File: src/rtl/sync_fifo.sv
// Single-clock FIFO with occupancy count, threshold flags and sticky error flags.
// The read port is either registered (FWFT=0) or first-word-fall-through (FWFT=1).
module sync_fifo #(
    parameter int DEPTH      = 16,
    parameter int IWIDTH     = 4,
    parameter int WWIDTH     = 8,
    parameter int AFULL_LVL  = 12,
    parameter int AEMPTY_LVL = 4,
    parameter int FWFT       = 0
) (
    input  logic              Clk,
    input  logic              ResetN,
    input  logic              WrEn,
    input  logic [WWIDTH-1:0] DataIn,
    input  logic              RdEn,
    input  logic              Flush,
    output logic [WWIDTH-1:0] DataOut,
    output logic              DataValid,
    output logic [IWIDTH:0]   Count,
    output logic              IsFull,
    output logic              IsEmpty,
    output logic              AlmostFull,
    output logic              AlmostEmpty,
    output logic              Overflow,
    output logic              Underflow
);

    localparam logic [IWIDTH:0]   FULL_CNT = (IWIDTH+1)'(DEPTH);
    localparam logic [IWIDTH:0]   AF_CNT   = (IWIDTH+1)'(AFULL_LVL);
    localparam logic [IWIDTH:0]   AE_CNT   = (IWIDTH+1)'(AEMPTY_LVL);
    localparam logic [IWIDTH-1:0] LAST_PTR = IWIDTH'(DEPTH - 1);

    logic [WWIDTH-1:0] mem [DEPTH];
    logic [IWIDTH-1:0] wrPtr;
    logic [IWIDTH-1:0] rdPtr;
    logic              wrAccept;
    logic              rdAccept;

    function automatic logic [IWIDTH-1:0] nextPtr(input logic [IWIDTH-1:0] p);
        return (p == LAST_PTR) ? '0 : p + IWIDTH'(1);
    endfunction

    assign IsFull      = (Count == FULL_CNT);
    assign IsEmpty     = (Count == '0);
    assign AlmostFull  = (Count >= AF_CNT);
    assign AlmostEmpty = (Count <= AE_CNT);

    // Handshake: a request is taken in the cycle it is sampled only if the FIFO
    // can serve it (WrEn && !IsFull, RdEn && !IsEmpty) and Flush is low; a refused
    // request is dropped and flagged through Overflow/Underflow, never held pending.
    assign wrAccept = WrEn & ~IsFull & ~Flush;
    assign rdAccept = RdEn & ~IsEmpty & ~Flush;

    always_ff @(posedge Clk or negedge ResetN) begin
        if (!ResetN) begin
            wrPtr     <= '0;
            rdPtr     <= '0;
            Count     <= '0;
            Overflow  <= 1'b0;
            Underflow <= 1'b0;
        end else if (Flush) begin
            wrPtr     <= '0;
            rdPtr     <= '0;
            Count     <= '0;
            Overflow  <= 1'b0;
            Underflow <= 1'b0;
        end else begin
            if (wrAccept) wrPtr <= nextPtr(wrPtr);
            if (rdAccept) rdPtr <= nextPtr(rdPtr);
            case ({wrAccept, rdAccept})
                2'b10:   Count <= Count + (IWIDTH+1)'(1);
                2'b01:   Count <= Count - (IWIDTH+1)'(1);
                default: Count <= Count;
            endcase
            if (WrEn && IsFull)  Overflow  <= 1'b1;
            if (RdEn && IsEmpty) Underflow <= 1'b1;
        end
    end

    // Storage is deliberately never cleared; Count gating keeps stale words hidden.
    always_ff @(posedge Clk) begin
        if (wrAccept) mem[wrPtr] <= DataIn;
    end

    if (FWFT != 0) begin : gFwft
        assign DataValid = ~IsEmpty;
        assign DataOut   = IsEmpty ? '0 : mem[rdPtr];
    end else begin : gRegRead
        always_ff @(posedge Clk or negedge ResetN) begin
            if (!ResetN) begin
                DataOut   <= '0;
                DataValid <= 1'b0;
            end else begin
                DataValid <= rdAccept;
                if (rdAccept) DataOut <= mem[rdPtr];
            end
        end
    end

endmodule

File: config.mk
export PLATFORM = sky130hd
export DESIGN_NAME = sync_fifo
export DESIGN_NICKNAME = d
export VERILOG_FILES = /design/src/rtl/sync_fifo.sv
export SDC_FILE = /design/constraint.sdc
export NUM_CORES = 1
export LEC_CHECK = 0
export ABC_AREA = 1
export CORE_MARGIN = 5
export CORE_UTILIZATION = 59
export DETAILED_ROUTE_END_ITERATION = 16
export GPL_ROUTABILITY_DRIVEN = 1
export PLACE_DENSITY = 0.87
export REMOVE_ABC_BUFFERS = 1
export SYNTH_ARGS = -nofsm -noshare
export SYNTH_HDL_FRONTEND = slang
export SYNTH_SLANG_ARGS = --single-unit
File: constraint.sdc
create_clock -name Clk -period 2.2 [get_ports Clk]
set_input_delay 0.44 -clock Clk [delete_from_list [all_inputs] [get_ports Clk]]
set_output_delay 0.44 -clock Clk [all_outputs]
set_load 0.005 [all_outputs]
# == Word level (Yosys, flattened, before mapping) ==
# Memories as Yosys holds them, arrays and structs flattened. A register that Yosys moved wholly into a read port is not among the register bits.
# Cells that the tools add are included.
# Widths: inputs -> output; s select.
# classes
addsub,4
order_cmp,2
n_eq_ne,5
mux,14
bitwise_logic,7
reduce_logical,9
# ops
op,count
$mux 4,6
$pmux 5 s2,1
$add 4x1->4 const B,2
$eq 4x4->1 const B,2
$reduce_bool 2->1,4
$mux 1,6
$add 5x1->5 const B,1
$eq 5x5->1 const B,1
$ge 5x4->1 const B,1
$le 5x3->1 const B,1
$logic_not 5->1,1
$mux 5,1
$sub 5x1->5 const B,1
$and 1x1->1,4
$not 1->1,3
$reduce_bool 3->1,1
$eq 2x1->1 const B,1
$eq 2x2->1 const B,1
$logic_and 1x1->1,2
$logic_not 1->1,1
# totals
regBits,16
mem_bits_rw,128
in_bits,13
out_inout_bits,20
word_cells,48
mem_count,1
# mem_list
memory,depth,width,rd,rd_ports_with_merged_regs,write_ports,line_no,text
mem,16,8,1,1,1,33,logic [WWIDTH-1:0] mem [DEPTH];

# == Logic depth before layout (Yosys ltp) ==
# Gate-level depths: netlist of the first run.
# depth
word_depth,7
ltp_mapped,15
depth_no_buf,15

# == Worst setup path before layout of the first run ==
# OpenSTA, ideal clock, no wires.
# synth_path
kind,reg-to-reg
from,register Count[1]
to,register Count[4]
setup_ps,117
arrival_ps,1658
t_required_ps,2083
setup_slack_ps,424
stages_incl_launch_ff,16
path_buffers,0
period_less_slack_ps,1776
path_cell_list,dfrtp_1 > nor2_2 > nand3_2 > nand2_2 > inv_2 > nor2_8 > nor2_1 > nor2_2 > ha_1 > inv_1 > nand2_2 > nand3_2 > nand2_1 > nand2_1 > nand3_1 > nand2_1
# synth_between
elab_chain_cells,7
elab_cells_between_ends,15
cone_classes,2 x add/sub; 3 x eq/ne; 2 x mux; 6 x bitwise; 2 x reduce/logical
# synth_rtl
item,line_no,text
from (decl),19,"output logic [IWIDTH:0] Count,"
from (signal assigned),71,2'b10: Count <= Count + (IWIDTH+1)'(1);
from (signal assigned),72,2'b01: Count <= Count - (IWIDTH+1)'(1);
from (signal assigned),73,default: Count <= Count;
$eq 5x5->1 or $logic_not 5->1 (tied branches),"43, 44",
$not 1->1 (on tied branches),"51, 52",
$and 1x1->1 (on tied branches) (2 in series),"51, 52",
$eq 2x1->1 or $eq 2x2->1 (tied branches),70,"case ({wrAccept, rdAccept})"
$pmux 5 s2,70,
$mux 5,61,end else if (Flush) begin
# Several ways; a longest one is shown, not always the timed one.
# A chain may end at the register's enable or synchronous reset.

# == Worst setup path in the final report of the first run ==
# layout_path
from,register Count[3]
to,output Count[3]
# No word-level cell between the ends.

==> results of run 1 <==
[cell type report]
| cell class | instances | area (um2) | area share [%] |
|---|---|---|---|
| Clock buffer | 17 | 414 | 5.45 |
| Clock inverter | 15 | 143 | 1.88 |
| Inverter | 23 | 91.3 | 1.20 |
| Multi-Input combinational cell | 305 | 1690 | 22.2 |
| Sequential cell | 152 | 4450 | 58.6 |
| Tap cell | 136 | 170 | 2.24 |
| Timing Repair Buffer | 74 | 643 | 8.46 |
[worst reg2reg max path, stage by stage (launching register included)]
cell	delay (ns)
dfrtp_1	0.43
nor2_4	0.13
buf_4	0.13
nand3_4	0.06
buf_4	0.15
nand3_4	0.12
nor2_8	0.05
ha_4	0.28
inv_1	0.06
o21bai_1	0.17
inv_1	0.09
nand2_1	0.08
nand2_1	0.06
nand3_1	0.08
nand2_1	0.06
[cells in the mapped netlist, drive strengths merged (8+ instances only)]
master | n | area, um2
inv | 23 | 91.3
o21ai | 76 | 380
o21a | 8 | 60.1
edfxtp | 128 | 3840
o211ai | 11 | 82.6
clkbuf | 20 | 75.1
dfrtp | 24 | 601
nand2 | 39 | 164
nand3 | 28 | 168
nor2 | 91 | 373
o22ai | 14 | 87.6
o221ai | 22 | 193
[per-stage QoR]
stage / std cells / instance area [um2] / utilization [%] / setup WS (ns)
after CTS: 722 / 7590 / 73.2 / 0.0665
after floorplan: 480 / 6190 / - / -0.400
final: 722 / 7600 / 73.3 / 0.0523
after detailed placement: 681 / 6940 / 67.0 / 0.0260
after global placement: 681 / 6940 / 67.0 / 0.0683
after global routing: 722 / 7600 / 73.3 / 0.00814
[flip-flops by register name, indices dropped and copies added (netlist names)]
signal / flops
wrPtr: 4
mem: 128
Underflow: 1
DataOut: 8
DataValid: 1
Overflow: 1
Count: 5
rdPtr: 4
[metal layers]
layer	part of all wire, %	vias up	global-route usage [%]	wire length, um
li1	-	2009	-	-
met1	36	2250	33.4	5700
met5	0	-	0	0
met2	50	343	42.5	7980
met3	12	42	7.16	1940
met4	2.1	0	8.73	339
[worst max path at each step]
stage,start,endpoint,slack (ns),cells past startpoint
after floorplan,rdPtr[0],DataOut[3],-0.40,6
after global placement,RdEn,Count[4],0.07,13
after detailed placement,RdEn,Count[4],0.03,13
after CTS,Count[3],Count[3],0.07,3
after global routing,Count[2],AlmostEmpty,0.008,5
final,Count[3],Count[3],0.05,3
[power by group]
group	internal [uW]	leakage (uW)	switching [uW]	total, uW
combinational	1050	0.000999	1590	2640
sequential	3310	0.00145	142	3450
clock	1520	0.000271	1200	2720
total	5890	0.00272	2930	8810
[repair_timing]
item,CTS,global route
gates cloned,0,0
buffers inserted,9,0
pin swaps,3,1
hold buffers,0,0
endpoints found under the setup margin,3,1
resized for setup,12,1
[logic make-up (layout without fill, tap and decap cells)]
logic type               count (synthesis)  after routing  share of synthesized area (%)
AO/OA/AOI/OAI                          136            136                           13.2
XOR/XNOR                                 2              2                          0.277
adder cells (fa/ha/maj)                  7              7                           1.39
buffers and inverters                   50            129                           3.39
flip-flops                             152            152                           70.4
AND/OR/NAND/NOR                        160            160                           11.4
==> summary.md, run 1 <==
| Metric | Value |
|---|---|
| Max VDD drop | 639 uV |
| Gr ovfl total | 0 |
| Leakage | around 0.0027 uW |
| Total wire length | 16.0 mm |
| CP peak stage delay | about 0.44 ns |
| Critical path data required time | 1.76 ns |
| Crit-path most repeated cell | buf_4 |
| Path depth of the worst reg2reg path | 14 |
| Initial antenna violation count | 0 |
| Skew final | between 0.01 and 0.015 ns |
| Final Setup Violations | 0 |
| Predominant post-synthesis flop cell | edfxtp_1 |
| Cells along the critical path | buf_4 -> buf_4 -> clkdlybuf4s50_1 |
| Clk_lat worst skew | around 0.54 ns |
| DRT iter0 DRCs | roughly 660 |
| R2R Path Start | Count[0] |
| CTS H-Tree Depth | 4 |
| Via density | approximately 6.4 |
| Fin crit share | 97.6% |
| Placed wire-length estimate | 8.95 mm |
| Total global routing track utilization | 25.8% |
| Final min period | 2.15 ns |
| Seq cells post-synth | between 150 and 200 |
| CTS tree | yes |
| Fraction of layout cells with a size suffix above 1 | 16.9% |
| Ant. Diodes | 0 |
| Mapped Cells | 507 |
| Sequential area share after synthesis | 70.4% |
| Fmax | approximately 470 MHz |
| Vias in the first global route | 4,652 |
| Critical Path Sink Type | output port |
| Routability cong. | 0.892 |
| Rows | 37 |
| Cell area after synthesis | roughly 0.0063 mm2 |
| Largest net degree at the start of global routing | 45 |
| IO Port Bufs | 32 |
| Initial DRT Pass Iterations | 5 |
| EDFF count, synth | about 130 |
| CP max FO | 4 |
| Final Hold Fails | 0 |
| Crit path buf inv count | 3 |
| DR WL/cell | 22.1 um |
| Syn. warnings | 0 |
| Initial core utilization | about three fifths |
| Core Box Area | 0.0104 mm2 |
| Commonest cells after routing, fill and taps aside | edfxtp_1 (128), nor2_1 (86), o21ai_0 (70), buf_4 (41), nand2_1 (34) |
| Power Total | between 8000 and 9000 uW |
| First-pass GRT wire length | 25.1 mm |
| Actual slew at the worst max-slew pin | 0.616 ns |
| R2R Setup Slk | 0.15 ns |
| Via count | about 4,600 |
| CP Launch Type | flip-flop |
| Outcome | finished clean |
| Capturing point of the worst reg2reg path | Count[4] |
| CP delay by family, top | buffers and inverters |
| Nets@finish | around 600 |
| Yosys cell types | 32 |
| Worst hold margin | 0.295 ns |
| Avg Cell Area, Syn | 12.5 um2 |
| Area Growth Syn to Fin | 20.3% |
| Fillcell total | 591 |
| Slew Limit Fails | 0 |
| Pwr/cell area | 1160 mW/mm2 |
| Die Width | roughly 110 um |
| Setup_tns | 0 ns |
| Die area | 0.0129 mm2 |
| Most common cell after layout, fill and taps aside | edfxtp_1 |
| Num CTS Buffers | 17 |
| Crit path DAT | 1.71 ns |
| DRC violations left | 0 |
| CP max-delay cell | dfrtp_2 |
| RSZ-0062 raised after global routing | false |
| CTS Root Cell | clkbuf_8 |
| Clock transition at path regs | approximately 0.07 ns |
| Max Cap Violations | 0 |
| Synth async-reset ratio | 15.8% |
| Clock tree sinks | about 150 |
| Max-slew headroom | between 50% and 60% |
| HP Class | input pin to asynchronous set/reset pin |
| Worst setup path category | flip-flop to output port |
| I/O pin count | 33 |
| Max Root-Sink Buffers | 2 |
| Antenna-violating nets left | 0 |
| Die height | 113 um |
No activity file was read; power rests on OpenSTA's default activity.
==> run 2: changes to the inputs <==
- SLEW_MARGIN: not set -> 0
==> results of run 2 <==
Final layout, timing and power as in run 1 (identical DEF).
==> run 3: changes to the inputs <==
- CAP_MARGIN: not set -> 20
- SKIP_LAST_GASP: not set -> 1
==> run 3 against run 2 <==
Via count is 0.69% higher. Largest cell class unchanged. First-iteration DRC count is 9.8% higher. Combinational power is 3% higher. Largest power group unchanged. Total power is 0.94% higher. Core utilization is 0.53 points higher. Register-to-register slack worse by 0.09 ns.
==> summary.md, run 3 (synthesized netlist as in run 1, its figures left out) <==
| Metric | Value |
|---|---|
| Setup_tns | 0 ns (unchanged) |
| CP peak stage delay | 0.42 ns (-0.02 ns) |
| Placed Area | 0.00694 mm2 (unchanged) |
| # placed instances | 681 (unchanged) |
| Routability cong. | 0.892 (unchanged) |
| Total global routing track utilization | 25.8% (unchanged) |
| Vias in the first global route | 4,652 (unchanged) |
| Crit path DAT | 2.56 ns (+0.85 ns) |
| Max VDD drop | 636 uV (-0.35%) |
| CP Launch Type | flip-flop |
| Reg with most FFs | mem |
| CTS Root Cell | clkbuf_8 |
| DR WL/cell | 22.4 um (+1.3%) |
| Int Pwr | 5930 uW (+0.75%) |
| Fmax | 467 MHz (+0.31%) |
| Die height | 113 um (unchanged) |
| Largest register FFs | 128 (unchanged) |
| Clock transition at path regs | 0.07 ns (about the same) |
| Sequential power share | 38.8% (-0.4 points) |
| Fin crit share | 97.3% (-0.30 points) |
| Clk_lat worst skew | 0.54 ns (about the same) |
| Hold-fix buffers, CTS | 0 (unchanged) |
| Biggest regs | mem: 128 flops, DataOut: 8 flops, Count: 5 flops |
| Post-layout instance area | 0.00765 mm2 (+0.72%) |
| Via count | 4,676 (+0.69%) |
| Core Util, Final | 73.8% (+0.53 points) |
| IO Port Bufs | 32 (unchanged) |
| Largest net degree at the start of global routing | 45 (unchanged) |
| I/O pin count | 33 (unchanged) |
| CTS tree | yes |
| Actual slew at the worst max-slew pin | 0.608 ns (-0.00803 ns) |
| Pwr/cell area | 1160 mW/mm2 (+0.21%) |
| Antenna-violating nets left | 0 (unchanged) |
| Final Hold Fails | 0 (unchanged) |
| Leakage | 0.00275 uW (+1.3%) |
| Max Cap Violations | 0 (unchanged) |
| Num CTS Buffers | 17 (unchanged) |
| Slew Limit Fails | 0 (unchanged) |
| Max Root-Sink Buffers | 2 (unchanged) |
| CP max-delay cell | dfrtp_2 |
| Post-route insts no fill | 726 (+0.55%) |
| Worst setup path category | flip-flop to flip-flop |
| Via density | 6.44 (+0.13%) |
| Outcome | finished clean |
| Initial DRT Pass Iterations | 6 (+1) |
| Rows | 37 (unchanged) |
| CTS H-Tree Depth | 4 (unchanged) |
| Most common cell after layout, fill and taps aside | edfxtp_1 |
| Skew final | 0.00968 ns (-0.000628 ns) |
| Critical Path Sink Type | flip-flop |
| Crit path buf inv count | 4 (+1) |
| Die area | 0.0129 mm2 (unchanged) |
| Nets@finish | 597 (+0.67%) |
| Fraction of layout cells with a size suffix above 1 | 18.0% (+1.1 points) |
| HP Class | input pin to asynchronous set/reset pin |
| First-pass GRT wire length | 25.1 mm (unchanged) |
| Area Growth Syn to Fin | 21.2% |
| CP max FO | 3 (-1) |
| Cells along the critical path | buf_4 -> nor2_4 -> nand3_2 -> buf_6 -> nand2_4 -> inv_4 -> nor2_8 -> nor2_2 -> nor2_2 -> ha_2 -> inv_1 -> nand2_2 -> nand3_2 -> nand2_1 -> nand2_1 -> nand3_1 -> nand2_1 |
| Core Box Area | 0.0104 mm2 (unchanged) |
| Clock tree sinks | 152 (unchanged) |
| Ant. Diodes | 0 (unchanged) |
| Combinational share of power | 30.6% (+0.7 points) |
| Gr ovfl total | 0 (unchanged) |
| Sw Share | 33.3% (+0.13 points) |
| Max-slew headroom | 59.3% (+0.54 points) |
| Switching power | 2970 uW (+1.3%) |
| Commonest cells after routing, fill and taps aside | edfxtp_1 (128), nor2_1 (85), o21ai_0 (70), buf_4 (44), nand2_1 (34) |
| Placed wire-length estimate | 8.95 mm (unchanged) |
| Final min period | 2.14 ns (-0.00662 ns) |
| Final Setup Violations | 0 (unchanged) |
| Crit-path most repeated cell | nand2_1 |
| Clock Power Share | 30.6% (-0.3 points) |
| Critical path data required time | 2.62 ns (+0.86 ns) |
| DRC violations left | 0 (unchanged) |
| Die Width | 113 um (unchanged) |
| Initial core utilization | 60.9% (unchanged) |
| DRT iter0 DRCs | 719 (+9.8%) |
| Total wire length | 16.3 mm (+1.8%) |
| Fillcell total | 582 (-1.5%) |
| Initial antenna violation count | 0 (unchanged) |
| CP delay by family, top | simple AND/OR/NAND/NOR gates |
## run 3: changes by cell type in the layout (fill, tap and decap cells not counted), sizes merged
| cell | before | now |
|---|---|---|
| dlygate4sd2 | 4 | 3 |
| buf | 42 | 46 |
| dlymetal6s2s | 0 | 1 |
## run 3: final cells by class
cell class                 instances  area [um2]  share of cell area [%]
sequential                       152        4450                    58.1
timing repair buffer              78         681                    8.89
multi-input combinational        305        1700                    22.2
inverter                          23        93.8                    1.23
clock buffer                      17         414                    5.41
tap                              136         170                    2.22
clock inverter                    15         143                    1.86
## run 3: final timing paths
path,start,to,slack (ns),cells after the start
max reg2reg,Count[3],Count[4],0.06,17
min reg2reg,DataOut[1],DataOut[1],0.49,1
max,Count[3],Count[4],0.06,17
min,ResetN,DataOut[2],0.30,2
min in group Clk,DataOut[1],DataOut[1],0.49,1
max in group asynchronous,ResetN,Count[1],1.61,2
## run 3: per-layer routing
| layer | GRT usage, % | vias to the layer above | routed length [um] |
|---|---|---|---|
| li1 | - | 2014 | - |
| met1 | 33.4 | 2279 | 5980 |
| met2 | 42.5 | 319 | 8110 |
| met3 | 7.16 | 64 | 1660 |
| met4 | 8.73 | 0 | 502 |
| met5 | 0 | - | 0 |
## run 3: stage by stage
step	hold slack, ns	setup slack (ns)	total power, uW
after floorplan	0.144	-0.400	4750
after CTS	0.279	-0.0375	8730
after detailed placement	0.479	0.0260	5830
after global placement	0.474	0.0683	5730
final	0.303	0.0589	8900
after global routing	0.329	-0.0674	9260
## run 3: power groups by stage
stage	Sequential (uW)	Combinational, uW	Clock [uW]
after global placement	3510	2220	0
after floorplan	3610	1140	0
final	3450	2720	2730
after CTS	3440	2560	2730
after global routing	3470	2920	2870
after detailed placement	3510	2320	0
## run 3: repair_timing
item / in CTS / in global routing
gates resized for setup: 11 / 8
buffers inserted: 9 / 4
setup endpoints to repair: 3 / 2
pin swaps: 3 / 5
